### src/rtl/exc_commit_ctrl_pkg.sv
// Shared definitions for the exception commit controller: exception vector bit
// positions, redirect FSM state encoding and the default handler entry address.
package exc_commit_ctrl_pkg;

  localparam logic [31:0] EXC_ENTRY_DEFAULT = 32'hBFC00380;

  localparam int EXC_VEC_W  = 7;
  localparam int EV_PC_ADEL = 6;
  localparam int EV_RI      = 5;
  localparam int EV_OV      = 4;
  localparam int EV_SYSCALL = 3;
  localparam int EV_BREAK   = 2;
  localparam int EV_ADEL    = 1;
  localparam int EV_ADES    = 0;

  typedef enum logic [1:0] {
    RUN      = 2'd0,
    FLUSH    = 2'd1,
    REDIRECT = 2'd2
  } redir_state_e;

endpackage

### src/rtl/exc_redirect_fsm.sv
// Redirect sequencer: on a committed exception or ERET it latches the target,
// pulses flush for one cycle, then holds the redirect request until accepted.
//
// state    | meaning
// RUN      | normal execution, watching for a commit that redirects
// FLUSH    | one-cycle pipeline invalidate
// REDIRECT | redirect_valid held with a stable target until redirect_ready
module exc_redirect_fsm
  import exc_commit_ctrl_pkg::*;
#(
  parameter logic [31:0] EXC_ENTRY = EXC_ENTRY_DEFAULT
) (
  input  logic         clk,
  input  logic         rst,
  input  logic         commit_i,
  input  logic         int_handle_i,
  input  logic         eret_i,
  input  logic [31:0]  epc_value_i,
  input  logic         redirect_ready_i,
  output redir_state_e state_o,
  output logic         flush_o,
  output logic         redirect_valid_o,
  output logic [31:0]  redirect_pc_o
);

  redir_state_e state_q;
  logic         flush_q;
  logic         redirect_valid_q;
  logic [31:0]  target_q;

  always_ff @(posedge clk) begin
    if (rst) begin
      state_q          <= RUN;
      flush_q          <= 1'b0;
      redirect_valid_q <= 1'b0;
      target_q         <= '0;
    end else begin
      case (state_q)
        RUN: begin
          // exception wins over a coincident ERET
          if (commit_i && int_handle_i) begin
            target_q <= EXC_ENTRY;
            flush_q  <= 1'b1;
            state_q  <= FLUSH;
          end else if (commit_i && eret_i) begin
            target_q <= epc_value_i;
            flush_q  <= 1'b1;
            state_q  <= FLUSH;
          end
        end
        FLUSH: begin
          flush_q          <= 1'b0;
          redirect_valid_q <= 1'b1;
          state_q          <= REDIRECT;
        end
        REDIRECT: begin
          if (redirect_ready_i) begin
            redirect_valid_q <= 1'b0;
            state_q          <= RUN;
          end
        end
        default: begin
          flush_q          <= 1'b0;
          redirect_valid_q <= 1'b0;
          state_q          <= RUN;
        end
      endcase
    end
  end

  assign state_o          = state_q;
  assign flush_o          = flush_q;
  assign redirect_valid_o = redirect_valid_q;
  assign redirect_pc_o    = target_q;

endmodule

### src/rtl/exc_commit_ctrl.sv
// Exception commit controller: tracks ID/EX instruction attributes, presents
// the exception vector to CP0 and sequences the flush/redirect.
// Delay-slot tracking is enabled by defining EXC_DELAY_SLOT_EN.
module exc_commit_ctrl
  import exc_commit_ctrl_pkg::*;
#(
  parameter logic [31:0] EXC_ENTRY = EXC_ENTRY_DEFAULT
) (
  input  logic                 clk,
  input  logic                 rst,
  input  logic [31:0]          if_pc,
  input  logic                 if_to_id_go,
  input  logic                 id_ri,
  input  logic                 id_is_branch,
  input  logic                 id_to_ex_go,
  input  logic                 ex_ov,
  input  logic                 ex_syscall,
  input  logic                 ex_break,
  input  logic                 ex_adel,
  input  logic                 ex_ades,
  input  logic                 ex_eret,
  input  logic [31:0]          ex_badvaddr,
  input  logic                 ex_ready_in,
  input  logic                 ex_int_handle,
  input  logic [31:0]          epc_value,
  output logic [EXC_VEC_W-1:0] exc_vec,
  output logic                 exc_bd,
  output logic [31:0]          epc_out,
  output logic [31:0]          badvaddr_out,
  output logic                 eret_out,
  output logic                 exe_ready_go,
  output logic                 exe_refresh,
  output logic                 flush,
  output logic                 redirect_valid,
  output logic [31:0]          redirect_pc,
  input  logic                 redirect_ready
);

  redir_state_e        state;
  logic                flush_q;
  logic                redirect_valid_q;
  logic [31:0]         redirect_pc_q;
  logic                run;
  logic                go_d;
  logic                eret_d;
  logic [EXC_VEC_W-1:0] exc_vec_d;
  logic                bd;
  logic [31:0]         epc_d;

  logic        id_valid_q, id_pcadel_q;
  logic [31:0] id_pc_q;
  logic        ex_valid_q, ex_pcadel_q, ex_ri_q;
  logic [31:0] ex_pc_q;

  assign run    = (state == RUN);
  assign go_d   = ex_valid_q & ex_ready_in & run;
  assign eret_d = ex_valid_q & ex_eret & run;

  always_ff @(posedge clk) begin
    if (rst) begin
      id_valid_q  <= 1'b0;
      id_pcadel_q <= 1'b0;
      id_pc_q     <= '0;
      ex_valid_q  <= 1'b0;
      ex_pcadel_q <= 1'b0;
      ex_ri_q     <= 1'b0;
      ex_pc_q     <= '0;
    end else if (flush_q) begin
      id_valid_q  <= 1'b0;
      id_pcadel_q <= 1'b0;
      ex_valid_q  <= 1'b0;
      ex_pcadel_q <= 1'b0;
      ex_ri_q     <= 1'b0;
    end else if (run) begin
      if (if_to_id_go) begin
        id_valid_q  <= 1'b1;
        id_pc_q     <= if_pc;
        id_pcadel_q <= |if_pc[1:0];
      end
      if (id_to_ex_go) begin
        ex_valid_q  <= id_valid_q;
        ex_pc_q     <= id_pc_q;
        ex_pcadel_q <= id_pcadel_q;
        ex_ri_q     <= id_ri;
      end else if (go_d) begin
        ex_valid_q  <= 1'b0;
      end
    end
  end

`ifdef EXC_DELAY_SLOT_EN
  logic id_bd_q, ex_bd_q;

  // the incoming instruction is a delay slot if the one it follows in ID branches
  always_ff @(posedge clk) begin
    if (rst || flush_q) begin
      id_bd_q <= 1'b0;
      ex_bd_q <= 1'b0;
    end else if (run) begin
      if (if_to_id_go) id_bd_q <= id_valid_q & id_is_branch;
      if (id_to_ex_go) ex_bd_q <= id_bd_q;
    end
  end

  assign bd    = ex_bd_q;
  assign epc_d = ex_bd_q ? (ex_pc_q - 32'd4) : ex_pc_q;
`else
  logic unused_is_branch;
  assign unused_is_branch = id_is_branch;
  assign bd    = 1'b0;
  assign epc_d = ex_pc_q;
`endif

  always_comb begin
    exc_vec_d = '0;
    if (ex_valid_q && run) begin
      exc_vec_d[EV_PC_ADEL] = ex_pcadel_q;
      exc_vec_d[EV_RI]      = ex_ri_q;
      exc_vec_d[EV_OV]      = ex_ov;
      exc_vec_d[EV_SYSCALL] = ex_syscall;
      exc_vec_d[EV_BREAK]   = ex_break;
      exc_vec_d[EV_ADEL]    = ex_adel;
      exc_vec_d[EV_ADES]    = ex_ades;
    end
  end

  exc_redirect_fsm #(.EXC_ENTRY(EXC_ENTRY)) u_fsm (
    .clk              (clk),
    .rst              (rst),
    .commit_i         (go_d),
    .int_handle_i     (ex_int_handle),
    .eret_i           (eret_d),
    .epc_value_i      (epc_value),
    .redirect_ready_i (redirect_ready),
    .state_o          (state),
    .flush_o          (flush_q),
    .redirect_valid_o (redirect_valid_q),
    .redirect_pc_o    (redirect_pc_q)
  );

  // everything reads zero while reset is held, even before the first edge
  assign exc_vec        = rst ? '0 : exc_vec_d;
  assign exc_bd         = ~rst & bd;
  assign epc_out        = rst ? '0 : epc_d;
  assign badvaddr_out   = rst ? '0 : (ex_pcadel_q ? ex_pc_q : ex_badvaddr);
  assign eret_out       = ~rst & eret_d;
  assign exe_ready_go   = ~rst & go_d;
  assign flush          = ~rst & flush_q;
  assign exe_refresh    = ~rst & flush_q;
  assign redirect_valid = ~rst & redirect_valid_q;
  assign redirect_pc    = rst ? '0 : redirect_pc_q;

endmodule

### config.mk
export PLATFORM = sky130hd
export DESIGN_NAME = exc_commit_ctrl
export DESIGN_NICKNAME = d
export VERILOG_FILES = /design/src/rtl/exc_commit_ctrl_pkg.sv /design/src/rtl/exc_redirect_fsm.sv /design/src/rtl/exc_commit_ctrl.sv
export SDC_FILE = /design/constraint.sdc
export NUM_CORES = 1
export LEC_CHECK = 0
export ABC_CLOCK_PERIOD_IN_PS = 1400
export BUFFER_PORTS_ARGS = -buffer_cell sky130_fd_sc_hd__buf_4
export CORE_MARGIN = 3
export CORE_UTILIZATION = 43
export CTS_BUF_LIST = sky130_fd_sc_hd__clkbuf_4 sky130_fd_sc_hd__clkbuf_8 sky130_fd_sc_hd__clkbuf_16
export DETAILED_ROUTE_END_ITERATION = 6
export GPL_TIMING_DRIVEN = 0
export PLACE_DENSITY = 0.84
export SLEW_MARGIN = 20
export SYNTH_ARGS = -nofsm -noshare
export SYNTH_HDL_FRONTEND = slang
export SYNTH_SLANG_ARGS = --single-unit
### constraint.sdc
create_clock -name clk -period 1.4 [get_ports clk]
set_input_delay 0.14 -clock clk [delete_from_list [all_inputs] [get_ports clk]]
set_output_delay 0.14 -clock clk [all_outputs]
set_load 0.1 [all_outputs]
# ---- Word-level counts from Yosys, hierarchy flattened
# Index checks and enable logic that the tools add are counted.
dict set report totals {
  latchBits 0
  ramBits 0
  romBits 0
  reg_bits 105
  mem_count 0
  inputBits 111
  out_inout_bits 109
}
dict set report classes {
  reduce_logical 17
  eq_ne 4
  magnitude_cmp 0
  bitwise 12
  n_shift 0
  n_addsub 0
  multipliers 0
  div 0
  mux 19
}
# op n
set op_table {}
lappend op_table {{$mux W32} 6}
lappend op_table {{$mux W7} 2}
lappend op_table {{$reduce_and A2 Y1} 7}
lappend op_table {{$and A1 B1 Y1} 8}
lappend op_table {{$mux W2} 3}
lappend op_table {{$pmux W2 S3} 1}
lappend op_table {{$reduce_and A3 Y1} 2}
lappend op_table {{$mux W1} 5}
lappend op_table {{$not A1 Y1} 4}
lappend op_table {{$reduce_bool A2 Y1} 2}
lappend op_table {{$reduce_or A2 Y1} 2}
lappend op_table {{$logic_and A1 B1 Y1} 3}
lappend op_table {{$ne A3 B1 Y1 const B} 1}
lappend op_table {{$pmux W1 S3} 1}
lappend op_table {{$eq A2 B1 Y1 const B} 1}
lappend op_table {{$eq A2 B2 Y1 const B} 1}
lappend op_table {{$logic_not A2 Y1} 1}
lappend op_table {{$ne A2 B2 Y1 const B} 1}
lappend op_table {{$pmux W1 S2} 1}

# ---- Depth between registers and ports, before layout
dict set report logic_depth {
  depth_word 6
  depth_mapped 7
  ltp_nobuf 3
}

# ---- Hierarchy
# From an unflattened synthesis, not the netlist that was laid out.
dict set report hier_totals {
  cells_unflattened 593
  hier_area_um2 5225.0
}
# mod seq_area_each_um2 instances cells_each area_per_inst_um2
set by_module_without_submodules {}
lappend by_module_without_submodules {exc_commit_ctrl 1381.3 1 427 3724.8}
lappend by_module_without_submodules {exc_redirect_fsm 720.7 1 166 1500.2}

# ---- Worst setup path after synthesis
# Ideal clock, no wire load.
dict set report synth_path {
  kind {in2out}
  start {input rst}
  end {output flush}
  arrival_ns 2.376
  path_stages 4
  n_path_buf 3
  slack_ns -1.116
  required_time_ns 1.260
  cell_sequence {clkbuf_1 buf_2 nor2b_1 buf_4}
}
dict set report synth_via {
  elab_chain_cells 2
}
# item line
set synth_rtl {}
lappend synth_rtl {{start: declaration} exc_commit_ctrl.sv:10} ;# input logic rst,
lappend synth_rtl {{$not A1 Y1} --}
lappend synth_rtl {{$and A1 B1 Y1} --}
lappend synth_rtl {{end: declaration} exc_commit_ctrl.sv:33} ;# output logic flush,
# No other way between the ends.

# ---- Worst setup path after layout
dict set report layout_path {
  start {register u_fsm.state_q[0], in the netlist u_fsm.state_o[0]}
  end {register ex_pc_q[12], in the netlist epc_d[12]}
}
dict set report layout_via {
  elab_chain_cells 2
}
# item line
set layout_rtl {}
lappend layout_rtl {{start: declaration} exc_redirect_fsm.sv:26} ;# redir_state_e state_q;
lappend layout_rtl {{start signal: assignment} exc_redirect_fsm.sv:33} ;# state_q <= RUN;
lappend layout_rtl {{start signal: assignment} exc_redirect_fsm.sv:44} ;# state_q <= FLUSH;
lappend layout_rtl {{start signal: assignment} exc_redirect_fsm.sv:48} ;# state_q <= FLUSH;
lappend layout_rtl {{$logic_not A2 Y1} exc_commit_ctrl.sv:55} ;# assign run = (state == RUN);
lappend layout_rtl {{$reduce_and A3 Y1 (no line)} --}
lappend layout_rtl {{end signal: assignment} exc_commit_ctrl.sv:82} ;# ex_pc_q <= id_pc_q;
lappend layout_rtl {{end: declaration} exc_commit_ctrl.sv:53} ;# logic [31:0] ex_pc_q;
# No other way between the ends.
# A chain may end at the register's enable or synchronous reset.

==> results.json <==
{
  "vias": 6452,
  "layout_min_cycle_time_ns": 1.95,
  "n_antenna_cell": 0,
  "vias_per_cell": 6.22,
  "hold_viol": 0,
  "utilization": 0.930,
  "layout_common_cells": "buf_4 (165), dfxtp_1 (93), a21oi_1 (74), buf_12 (58), nand2_1 (57)",
  "max-vdd-ir-drop_mv": 0.656,
  "status": "finished with violations",
  "num_rows": 38,
  "holdCritPathClass": "input pin to flip-flop",
  "setup_tns_ns": -39.95,
  "p_per_area_mw_per_mm2": 886,
  "slew_headroom": 0.407,
  "whs_ns": 0.0415,
  "cp.required_ns": 1.65,
  "path_clk_slew_ns": 0.08,
  "port_buffers": 216,
  "postCtsHoldBufs": 0,
  "p_leak_nw": 4.17,
  "yosys_register_bits": 105,
  "grt_max_degree": 19,
  "io_pins": 220,
  "gp_congestion": 0.781,
  "criticalPathCategory": "flip-flop to flip-flop",
  "drt-wirelength-per-cell_um": 28.4,
  "start_util": 0.451,
  "crit_chain": "buf_6 -> buf_4 -> nor4b_4 -> buf_2 -> nand2_1 -> a21oi_1",
  "nets": 1004,
  "cts_buffer_depth": 2,
  "setup_viol": 151,
  "syn-num-nets": 733,
  "synthCells": 622,
  "maxCapViolations": 0,
  "drive_above_1_share": 0.666,
  "crit_path_start_kind": "flip-flop",
  "numClockSinks": 105,
  "cts-root-buf": "clkbuf_16",
  "cp_data_arrival_time_ns": 2.20,
  "violations": "setup timing",
  "yosysSeqAreaShare": 0.421,
  "syn_area_mm2": 0.00500,
  "drc_errors": 0,
  "yosys_warnings": 0,
  "drt-total-wl_um": 29500,
  "fmax_mhz": 513,
  "finalWorstSetupSlack_ns": -0.551,
  "skew_ns": 0.0126,
  "clkLatencyLatePin_ns": 0.36,
  "dp_cells": 978,
  "tightest_slew_ns": 0.889,
  "grt_antenna_before_repair": 0,
  "cts_tree": "yes",
  "htree_num_levels": 3,
  "rsz0062_at_grt": "yes",
  "synthToLayoutAreaGrowth_pct": 106,
  "die_area_mm2": 0.0130,
  "crit_path_end_kind": "flip-flop",
  "ant_nets": 0,
  "grt-ovfl-total": 0,
  "crit_path_max_incr_delay_ns": 0.45,
  "grt_pass1_vias": 6219,
  "cts_made_buffers": 9,
  "layout.cells.most_common": "buf_4",
  "avgSynthCellArea_um2": 8.04,
  "rrSetupSlack_ns": -0.55,
  "drt-initial-drc-count": 747,
  "finalCritPeriodShare": 1.39,
  "cpMaxStageDelayCell": "nor4b_4",
  "synth_cell_types": 30,
  "grt_pass1_wl_um": 34400,
  "track_usage": 0.340,
  "die_x_um": 114,
  "die_y_um": 114,
  "cp_max_fo": 10,
  "drtPass1Iterations": 5,
  "fin_cells": 1038,
  "place_hpwl_um": 11700,
  "final_max_slew_viol_count": 0,
  "core_mm2": 0.0111
}
critical path, delay by kind of cell (launching register included):
kind            cells  cell delay, ns
compound gates      1            0.28
buf+inv             3            0.62
simple gates        2            0.60
flops               1            0.34
power breakdown:
part           switching (mW)  total [mW]  internal (mW)
Combinational            1.76        2.96           1.20
Clock                    1.30        2.90           1.59
Sequential              0.156        3.26           3.11
Total                    3.22        9.12           5.90
synth_stat cells:
master / instances / area, um2
nand2_1: 110 / 413
a21oi_1: 107 / 536
dfxtp_1: 105 / 2100
nor2b_1: 67 / 419
nor2_1: 61 / 229
mux2i_1: 35 / 350
clkbuf_1: 24 / 90.1
nand2b_1: 21 / 131
nand2_2: 20 / 125
buf_2: 14 / 70.1
and2_1: 9 / 56.3
buf_6: 9 / 101
mux2_4: 8 / 120
buf_4: 6 / 45.0
mux2_2: 4 / 45.0
nor3_1: 4 / 20.0
nor4b_2: 3 / 45.0
buf_1: 2 / 7.51
nand3_1: 2 / 10.0
a211oi_1: 1 / 7.51
and3_1: 1 / 6.26
conb_1: 1 / 3.75
inv_1: 1 / 3.75
nor2_2: 1 / 6.26
nor3b_1: 1 / 7.51
nor4b_1: 1 / 8.76
o21a_1: 1 / 7.51
o31ai_1: 1 / 7.51
or4b_1: 1 / 10.0
or4b_4: 1 / 13.8
repair_timing:
item | 4_1_cts | 5_1_grt
buffers inserted | 23 | 17
pin swaps | 19 | 37
gates cloned | 11 | 4
gates resized for setup | 258 | 200
hold endpoints to repair | 0 | 0
endpoints found under the setup margin | 166 | 169
final timing paths:
kind / start / to / depth (start not counted)
max: u_fsm.state_o[0]$_SDFFE_PP0P_ / epc_d[12]$_SDFFE_PP0P_ / 6
min: if_pc[24] / id_pc_q[24]$_SDFFE_PP0P_ / 3
max reg2reg: u_fsm.state_o[0]$_SDFFE_PP0P_ / epc_d[12]$_SDFFE_PP0P_ / 6
min reg2reg: id_valid_q$_SDFFE_PP0P_ / ex_valid_q$_SDFFE_PP0P_ / 2
stage by stage:
stage          power (mW)  worst slack, ns  area [um2]
4_1_cts              8.46           -0.431        9440
3_3_place_gp         5.18           -0.386        7580
3_5_place_dp         5.22           -0.412        7580
5_1_grt              9.24           -0.569       10300
6_report             9.12           -0.551       10300
2_1_floorplan        4.68           -0.322        5780
area by class of cell:
cell class                 count  area, um2
buffer                        49        492
clock buffer                   9        225
clock inverter                 7        103
fill                         295        778
inverter                       1       3.75
multi-input combinational    461       4180
sequential                   105       2120
tap                          140        175
timing repair buffer         266       3000
routing by layer:
metal | track usage | part of all wire | up-vias
met1 | 0.375 | 0.35 | 3028
met3 | 0.0897 | 0.12 | 200
met4 | 0.186 | 0.071 | 0
met5 | 0 | 0 | -
met2 | 0.594 | 0.46 | 664
li1 | - | - | 2560
sequential cells by signal, summed over array words and instances (netlist names):
name                    cells
u_fsm.flush_o               1
epc_d                      32
ex_pcadel_q                 1
u_fsm.state_o               2
id_valid_q                  1
u_fsm.redirect_valid_o      1
u_fsm.redirect_pc_o        32
ex_valid_q                  1
id_pcadel_q                 1
ex_ri_q                     1
id_pc_q                    32
kinds of logic after synthesis:
| family | count (synthesis) | share of synthesized area |
|---|---|---|
| AND/OR/NAND/NOR | 303 | 0.300 |
| other | 1 | 0.000750 |
| AO/OA/AOI/OAI | 110 | 0.112 |
| flip-flops | 105 | 0.421 |
| buffers and inverters | 56 | 0.0636 |
| multiplexers | 47 | 0.103 |
(Power assumes the default switching activity.)
